**src/rtl/cnn_job_sequencer.sv**
```systemverilog
// rtl/cnn_job_sequencer.sv - AHB-Lite master that queues CNN jobs and drives the accelerator registers
// Optional macro CNN_JOB_SEQ_POLL_TIMEOUT_EN bounds STATUS polling to POLL_MAX reads.
module cnn_job_sequencer #(
  parameter logic [31:0] CNN_BASE = 32'h2000_0000,
  parameter int          Q_DEPTH  = 4,
  parameter int          POLL_GAP = 8,
  parameter int          POLL_MAX = 1024
) (
  input  logic        HCLK,
  input  logic        HRESET,
  input  logic        job_valid,
  output logic        job_ready,
  input  logic [31:0] job_img_addr,
  input  logic [31:0] job_cfg,
  output logic [31:0] out_HADDR,
  output logic [1:0]  out_HTRANS,
  output logic        out_HWRITE,
  output logic [2:0]  out_HSIZE,
  output logic [2:0]  out_HBURST,
  output logic [31:0] out_HWDATA,
  input  logic        HREADY,
  input  logic [1:0]  HRESP,
  input  logic [31:0] HRDATA,
  output logic        busy,
  output logic        job_done,
  output logic        job_err,
  output logic [15:0] done_cnt
);

  localparam int PW = $clog2(Q_DEPTH);
  localparam int GW = $clog2(POLL_GAP + 1);
  localparam logic [PW:0] FULL_CNT = (PW+1)'(Q_DEPTH);
  localparam logic [1:0]  HT_IDLE   = 2'b00;
  localparam logic [1:0]  HT_NONSEQ = 2'b10;
  localparam logic [1:0]  RESP_ERR  = 2'b01;
  localparam logic [31:0] A_CTRL   = CNN_BASE + 32'h00;
  localparam logic [31:0] A_STATUS = CNN_BASE + 32'h04;
  localparam logic [31:0] A_IMG    = CNN_BASE + 32'h08;
  localparam logic [31:0] A_CFG    = CNN_BASE + 32'h0C;

  typedef enum logic [2:0] {
    S_IDLE, S_W_IMG, S_W_CFG, S_W_START, S_POLL, S_GAP, S_W_CTRL, S_FIN
  } state_t;

  state_t        state_q;
  logic          dphase_q;
  logic          stop_q;
  logic [31:0]   img_q, cfg_q;
  logic [GW-1:0] gap_q;
  logic [31:0]   haddr_q, hwdata_q, wdata_c;
  logic [1:0]    htrans_q;
  logic          hwrite_q;
  logic          busy_q, job_done_q, job_err_q, job_ready_q;
  logic [15:0]   done_cnt_q;

  logic [31:0]   q_img_q [Q_DEPTH];
  logic [31:0]   q_cfg_q [Q_DEPTH];
  logic [PW-1:0] wr_ptr_q, rd_ptr_q;
  logic [PW:0]   count_q, count_d;
  logic          push, pop;

`ifdef CNN_JOB_SEQ_POLL_TIMEOUT_EN
  logic [31:0]   poll_cnt_q;
`else
  localparam int unused_poll_max = POLL_MAX;
`endif

  // Only the done bit of STATUS matters to the sequencer.
  logic unused_hrdata;
  assign unused_hrdata = ^{HRDATA[31:2], HRDATA[0]};

  assign push    = job_valid && job_ready_q;
  assign pop     = (state_q == S_IDLE) && (count_q != '0);
  assign count_d = count_q + {{PW{1'b0}}, push} - {{PW{1'b0}}, pop};

  always_ff @(posedge HCLK) begin
    if (push) begin
      q_img_q[wr_ptr_q] <= job_img_addr;
      q_cfg_q[wr_ptr_q] <= job_cfg;
    end
  end

  always_ff @(posedge HCLK) begin
    if (HRESET) begin
      wr_ptr_q    <= '0;
      rd_ptr_q    <= '0;
      count_q     <= '0;
      job_ready_q <= 1'b1;
    end else begin
      if (push) wr_ptr_q <= wr_ptr_q + PW'(1);
      if (pop)  rd_ptr_q <= rd_ptr_q + PW'(1);
      count_q     <= count_d;
      job_ready_q <= (count_d != FULL_CNT);
    end
  end

  always_comb begin
    wdata_c = 32'h0;
    case (state_q)
      S_W_IMG:   wdata_c = img_q;
      S_W_CFG:   wdata_c = cfg_q;
      S_W_START: wdata_c = 32'h1;
      S_W_CTRL:  wdata_c = stop_q ? 32'h0 : 32'h2;
      default:   wdata_c = 32'h0;
    endcase
  end

  // Each register access is one NONSEQ address phase followed by its data phase;
  // the next address phase is only issued once the previous data phase completes.
  always_ff @(posedge HCLK) begin
    if (HRESET) begin
      state_q    <= S_IDLE;
      dphase_q   <= 1'b0;
      stop_q     <= 1'b0;
      img_q      <= '0;
      cfg_q      <= '0;
      gap_q      <= '0;
      haddr_q    <= '0;
      htrans_q   <= HT_IDLE;
      hwrite_q   <= 1'b0;
      hwdata_q   <= '0;
      busy_q     <= 1'b0;
      job_done_q <= 1'b0;
      job_err_q  <= 1'b0;
      done_cnt_q <= '0;
`ifdef CNN_JOB_SEQ_POLL_TIMEOUT_EN
      poll_cnt_q <= '0;
`endif
    end else begin
      job_done_q <= 1'b0;
      job_err_q  <= 1'b0;
      case (state_q)
        S_IDLE: begin
          if (pop) begin
            img_q    <= q_img_q[rd_ptr_q];
            cfg_q    <= q_cfg_q[rd_ptr_q];
            state_q  <= S_W_IMG;
            busy_q   <= 1'b1;
            htrans_q <= HT_NONSEQ;
            haddr_q  <= A_IMG;
            hwrite_q <= 1'b1;
          end
        end
        S_GAP: begin
          if (gap_q == GW'(POLL_GAP - 1)) begin
            state_q  <= S_POLL;
            htrans_q <= HT_NONSEQ;
            haddr_q  <= A_STATUS;
            hwrite_q <= 1'b0;
          end else begin
            gap_q <= gap_q + GW'(1);
          end
        end
        S_FIN: begin
          state_q <= S_IDLE;
          busy_q  <= 1'b0;
        end
        default: begin
          if (!dphase_q) begin
            if (HREADY) begin
              htrans_q <= HT_IDLE;
              dphase_q <= 1'b1;
              hwdata_q <= wdata_c;
            end
          end else if (HRESP == RESP_ERR) begin
            // Abandon the job; queued jobs are untouched.
            dphase_q  <= 1'b0;
            state_q   <= S_IDLE;
            busy_q    <= 1'b0;
            job_err_q <= 1'b1;
          end else if (HREADY) begin
            dphase_q <= 1'b0;
            case (state_q)
              S_W_IMG: begin
                state_q  <= S_W_CFG;
                htrans_q <= HT_NONSEQ;
                haddr_q  <= A_CFG;
              end
              S_W_CFG: begin
                state_q  <= S_W_START;
                htrans_q <= HT_NONSEQ;
                haddr_q  <= A_CTRL;
`ifdef CNN_JOB_SEQ_POLL_TIMEOUT_EN
                poll_cnt_q <= '0;
`endif
              end
              S_W_START: begin
                state_q  <= S_POLL;
                htrans_q <= HT_NONSEQ;
                haddr_q  <= A_STATUS;
                hwrite_q <= 1'b0;
              end
              S_POLL: begin
`ifdef CNN_JOB_SEQ_POLL_TIMEOUT_EN
                poll_cnt_q <= poll_cnt_q + 32'd1;
`endif
                if (HRDATA[1]) begin
                  state_q  <= S_W_CTRL;
                  stop_q   <= 1'b0;
                  htrans_q <= HT_NONSEQ;
                  haddr_q  <= A_CTRL;
                  hwrite_q <= 1'b1;
                end
`ifdef CNN_JOB_SEQ_POLL_TIMEOUT_EN
                else if (poll_cnt_q == 32'(POLL_MAX - 1)) begin
                  state_q  <= S_W_CTRL;
                  stop_q   <= 1'b1;
                  htrans_q <= HT_NONSEQ;
                  haddr_q  <= A_CTRL;
                  hwrite_q <= 1'b1;
                end
`endif
                else begin
                  state_q <= S_GAP;
                  gap_q   <= '0;
                end
              end
              S_W_CTRL: begin
                if (stop_q) begin
                  state_q   <= S_IDLE;
                  busy_q    <= 1'b0;
                  job_err_q <= 1'b1;
                end else begin
                  state_q    <= S_FIN;
                  job_done_q <= 1'b1;
                  done_cnt_q <= done_cnt_q + 16'd1;
                end
              end
              default: begin
                state_q <= S_IDLE;
                busy_q  <= 1'b0;
              end
            endcase
          end
        end
      endcase
    end
  end

  assign job_ready  = job_ready_q;
  assign out_HADDR  = haddr_q;
  assign out_HTRANS = htrans_q;
  assign out_HWRITE = hwrite_q;
  assign out_HSIZE  = 3'b010;
  assign out_HBURST = 3'b000;
  assign out_HWDATA = hwdata_q;
  assign busy       = busy_q;
  assign job_done   = job_done_q;
  assign job_err    = job_err_q;
  assign done_cnt   = done_cnt_q;

endmodule

```
**config.mk**
```make
export PLATFORM = sky130hd
export DESIGN_NAME = cnn_job_sequencer
export DESIGN_NICKNAME = d
export VERILOG_FILES = /design/src/rtl/cnn_job_sequencer.sv
export SDC_FILE = /design/constraint.sdc
export NUM_CORES = 1
export LEC_CHECK = 0
export CORE_ASPECT_RATIO = 1.4
export CORE_MARGIN = 5
export CORE_UTILIZATION = 38
export CTS_CLUSTER_SIZE = 20
export DETAILED_ROUTE_END_ITERATION = 8
export PLACE_DENSITY_LB_ADDON = 0.12
export RECOVER_POWER = 100
export SYNTH_ARGS = -nofsm -noshare
export SYNTH_HDL_FRONTEND = slang
export SYNTH_SLANG_ARGS = --single-unit
```
**constraint.sdc**
```tcl
create_clock -name HCLK -period 2.7 [get_ports HCLK]
set_clock_uncertainty 0.15 [all_clocks]
set_input_delay 0.54 -clock HCLK [delete_from_list [all_inputs] [get_ports HCLK]]
set_output_delay 0.54 -clock HCLK [all_outputs]
set_load 0.1 [all_outputs]
```
==> results of run 1 <==
[where the power goes]
group / internal (mW) / switching [mW] / total, mW / leakage [nW]
logic: 1.55 / 2.74 / 4.29 / 2.13
clock network: 3.20 / 2.20 / 5.40 / 0.626
registers: 7.20 / 0.466 / 7.67 / 3.46
[metrics by stage]
step	hold slack, ps	std cells	TNS, ps	util	worst slack (ps)
final	302	1754	0	0.457	189
after global routing	319	1752	0	0.457	20.7
after CTS	304	1751	0	0.467	189
after detailed placement	294	1677	-77.9	0.434	-77.9
after global placement	286	1677	-36.8	0.434	-36.8
after floorplan	283	1080	0	-	85.1
[logic make-up (layout without fill, tap and decap cells)]
kind of cell	count (synthesis)	in the layout	share of synthesized area
AO/OA/AOI/OAI	169	169	0.0723
XOR/XNOR	21	21	0.0121
adder cells (fa/ha/maj)	12	12	0.0104
buffers and inverters	113	256	0.0396
flip-flops	392	392	0.687
multiplexers	68	68	0.0977
other	2	39	0.000495
AND/OR/NAND/NOR	269	269	0.0806
[final cells by class]
class | count | area (sq um)
diodes | 3 | 7.51
clock buffers | 63 | 1180
clock inverters | 11 | 110
fillers | 3660 | 21400
inverters | 14 | 52.6
multi-input cells | 575 | 4240
flip-flops and latches | 392 | 10400
well taps | 528 | 661
repair buffers | 168 | 1320
[tightest hold or removal path: cells and delay by family, from the launching register on]
kind | cells | cell delay (ps)
buf+inv | 1 | 50
flops | 1 | 310
compound gates | 1 | 50
[placed cells by master (no fill, tap or decap), drive strengths merged, types with 10 or more instances in the layout]
cell and instances:
inv 14, clkbuf 141, nand2 146, a22oi 32
conb 36, dfxtp 136, xor2 14, a22o 30
dlygate4sd3 66, o21ai 11, nor2 62, mux4 64
nor3 10, ha 11, buf 21, edfxtp 256
a21oi 80
[per-layer routing]
layer / global-route usage / part of all wire / vias up
met5: 0 / 0.0014 / -
met3: 0.0319 / 0.048 / 72
li1: - / - / 4120
met4: 0.0517 / 0.025 / 10
met1: 0.181 / 0.38 / 4434
met2: 0.293 / 0.54 / 201
[worst paths after layout]
kind	start	endpoint	slack (ps)	cells after the start
worst max-delay path	job_valid	q_img_q[3][22]	190	4
worst min-delay path	out_HTRANS[1]	out_HTRANS[1]	300	2
worst max register to register	count_q[0]	job_ready	220	12
worst min register to register	out_HTRANS[1]	out_HTRANS[1]	300	2
[registers in the layout, indices dropped and copies added, names as in the netlist, 3 cells and up]
signal / flops
q_cfg_q: 128
q_img_q: 128
cfg_q: 32
img_q: 32
out_HWDATA: 32
done_cnt: 16
gap_q: 4
count_q: 3
out_HADDR: 3
state_q: 3
==> flow_summary.toml, run 1 <==
[yosys]
async_reset_ff_frac = 0
netlist_instances = 1046
yosys_warnings = 0
synth_seq_cells = 392
synth_edf_count = 256
yosysMostFrequentCell = "edfxtp_1"
ys.flop_type = "edfxtp_1"
syn_area_sq_mm = 0.0152
synthDistinctLibCells = 56
postSynthAreaPerCell_sq_um = 14.5
yosys-top-cells-area = "edfxtp_1 51%, dfxtp_1 18%, mux4_2 9.5%"
synth_seq_area_share = 0.687
synthTopCellsByCount = "256 x edfxtp_1, 146 x nand2_1, 136 x dfxtp_1"
synth_top_area_frac = 0.507
synth.largest_area_cell = "edfxtp_1"

[setup_path]
crit_type = "primary input to flip-flop"
arrival_ps = 2520
crit_path_max_fanout = 23
crit_slowest_cell = "buf_2"
path_cells = "dlygate4sd3_1 > clkbuf_1 > and3_1 > buf_2"
cp.required_ps = 2710
cpPeakStageDelay_ps = 650
startpoint_type = "primary input"
cp_num_buf_inv = 3
critPathTopFamily = "buffers and inverters"
critPathCaptureType = "flip-flop"

[layout]
synthToLayoutAreaGrowth_pct = 18.7
finalNetCount = 1305
layout-drive-gt1-share = 0.177
stdcell_area_sq_mm = 0.0180

[route]
drt_iter0_drc = 525
wl_per_cell_microns = 19.8
drc = 0
vias = 8837
via_per_inst = 5.04
ant_nets = 0
drtPass1Iterations = 6
wl_mm = 34.8

[die]
core_sq_mm = 0.0394
row_count = 86
die_x_microns = 179
start_util = 0.385
io-pin-count = 195
die_h_microns = 246
die-area_sq_mm = 0.0440

[flow_run]
drv_cap = 0

[power_and_ir_drop]
p_total_mw = 17.4
power_density_mw_per_mm2 = 965
ir_drop_uv = 575
power.leakage_nw = 6.22

[worst_hold_path]
hp-class = "flip-flop to flip-flop"

[timing]
max_slew_margin = 0.227
period_share = 0.930
period_needed_ps = 2510
timing.fmax_mhz = 398
finalHoldViolations = 0
slew_viol_final = 0
max_slew.worst_pin.slew_ps = 1160
setup_violations = 0
rsz0062_at_grt = "no"

[status]
status = "completed"

[clocking]
clk_latency_ps = 530
cts_hold_buf = 0
cts_resized = 0
cts_setup_buffers = 0
numCtsBuffers = 40
clockRootBuffer = "clkbuf_16"
clk_pin_slew_ps = 60
tritoncts = "done"
cts_sinks = 392
cts_buffer_depth = 3
cts_max_level = 2

[global_route]
antenna_found_initial = 12
grt_pass1_vias = 9234
grt_first_pass_wirelength_mm = 53.4
grt_max_degree = 67
grtUsageTotal = 0.158
grt_remaining_overflow = 0

[place]
gp_congestion = 0.785
place_area_sq_mm = 0.0171
numPortBuffers = 127
dp.final_hpwl_mm = 21.8
(Power assumes the default switching activity.)
==> run 2: changes to the inputs <==
- CTS_CLUSTER_DIAMETER: not set -> 30
- GPL_TIMING_DRIVEN: not set -> 0
==> flow_summary.toml, run 2 (same netlist as run 1, synthesis figures left out) <==
[status]
status = "completed"

[timing]
tns_ps = 0
max_slew.worst_pin.slew_ps = 1210
period_share = 0.966
finalHoldViolations = 0
rsz0062_at_grt = "no"
max_slew_margin = 0.197
hold_slack_ps = 299
slew_viol_final = 0
period_needed_ps = 2610
timing.fmax_mhz = 383
setup_violations = 0

[route]
vias = 9277
drt_iter0_drc = 699
ant_nets = 0
via_per_inst = 4.96
wl_per_cell_microns = 19.6
drc = 0
wl_mm = 36.6
drtPass1Iterations = 4

[setup_path]
arrival_ps = 2660
crit_type = "primary input to flip-flop"
path_cells = "dlygate4sd3_1 > and3_2 > buf_4"
cp.required_ps = 2760
crit_path_max_fanout = 36
crit_slowest_cell = "and3_2"
startpoint_type = "primary input"
critPathCaptureType = "flip-flop"
cpPeakStageDelay_ps = 790

[place]
numPortBuffers = 126
gp_congestion = 0.807
place_area_sq_mm = 0.0173
dp.final_hpwl_mm = 24.4

[clocking]
clk_latency_ps = 580
cts_buffer_depth = 3
clk_pin_slew_ps = 40
cts_max_level = 3
clockRootBuffer = "clkbuf_16"
tritoncts = "done"
cts_sinks = 392
numCtsBuffers = 70

[die]
die_h_microns = 246
start_util = 0.385
die-area_sq_mm = 0.0440
core_sq_mm = 0.0394
io-pin-count = 195
row_count = 86
die_x_microns = 179

[global_route]
grt_max_degree = 38
grt_remaining_overflow = 0
grt_first_pass_wirelength_mm = 54.9
antenna_found_initial = 7
grtUsageTotal = 0.166
grt_pass1_vias = 9477

[flow_run]
drv_cap = 0

[layout]
stdcell_area_sq_mm = 0.0194
layout_common_cells = "256 x edfxtp_1, 145 x nand2_1, 133 x dfxtp_1"
layout-drive-gt1-share = 0.196
layout_commonest_cell = "edfxtp_1"
nFillCells = 3545
post-route-util = 0.493
reg.largest.list = "q_cfg_q x128, q_img_q x128"
finalNetCount = 1395
synthToLayoutAreaGrowth_pct = 28.0

[power_and_ir_drop]
p_total_mw = 21.0
power_density_mw_per_mm2 = 1080
power.leakage_nw = 6.80
ir_drop_uv = 461

[worst_hold_path]
hp-class = "flip-flop to flip-flop"
run 2: worst paths after layout:
check	start	to	slack (ps)	cells past startpoint
max	job_valid	q_img_q[3][16]	90	3
min	out_HADDR[29]	out_HADDR[29]	300	2
max reg2reg	wr_ptr_q[0]	q_img_q[2][17]	160	4
min reg2reg	out_HADDR[29]	out_HADDR[29]	300	2
run 2: power by group:
group | switching [mW] | internal [mW]
sequential | 0.389 | 7.22
clock | 2.99 | 5.98
combinational | 2.89 | 1.56
run 2: per-layer routing:
| metal | routed length (microns) | vias to the layer above | track usage |
|---|---|---|---|
| li1 | - | 4329 | - |
| met1 | 14600 | 4651 | 0.199 |
| met2 | 19300 | 243 | 0.293 |
| met3 | 1840 | 54 | 0.0341 |
| met4 | 850 | 0 | 0.0637 |
| met5 | 0 | - | 0 |
run 2: what timing repair did:
item | in CTS | in global routing
pin swaps | 3 | 4
setup buffers | 0 | 0
endpoints found under the setup margin | 60 | 10
resized for setup | 67 | 5
hold buffers | 0 | 0
endpoints found under the hold margin | 0 | 0
run 2: layout make-up:
cell class                      count  area (sq um)  area share
Clock inverter                     42           536      0.0276
Buffer                             98           543      0.0280
Multi-Input combinational cell    575          4300       0.222
Inverter                           14          57.6     0.00297
Clock buffer                       87          1930      0.0994
Tap cell                          528           661      0.0340
Antenna cell                        4          10.0    0.000516
Sequential cell                   392         10400       0.537
Timing Repair Buffer              130           955      0.0492
run 2: worst max-delay path, delay by kind of cell:
family	cells	cell delay, ps
buffers and inverters	2	1280
and+or+nand+nor	1	790
run 2: per-stage QoR:
| stage | cells | setup WS, ps |
|---|---|---|
| 2_1_floorplan | 1080 | 85.1 |
| 3_3_place_gp | 1734 | -617 |
| 6_report | 1870 | 91.9 |
| 3_5_place_dp | 1738 | -344 |
| 5_1_grt | 1866 | 7.58 |
| 4_1_cts | 1867 | 20.0 |
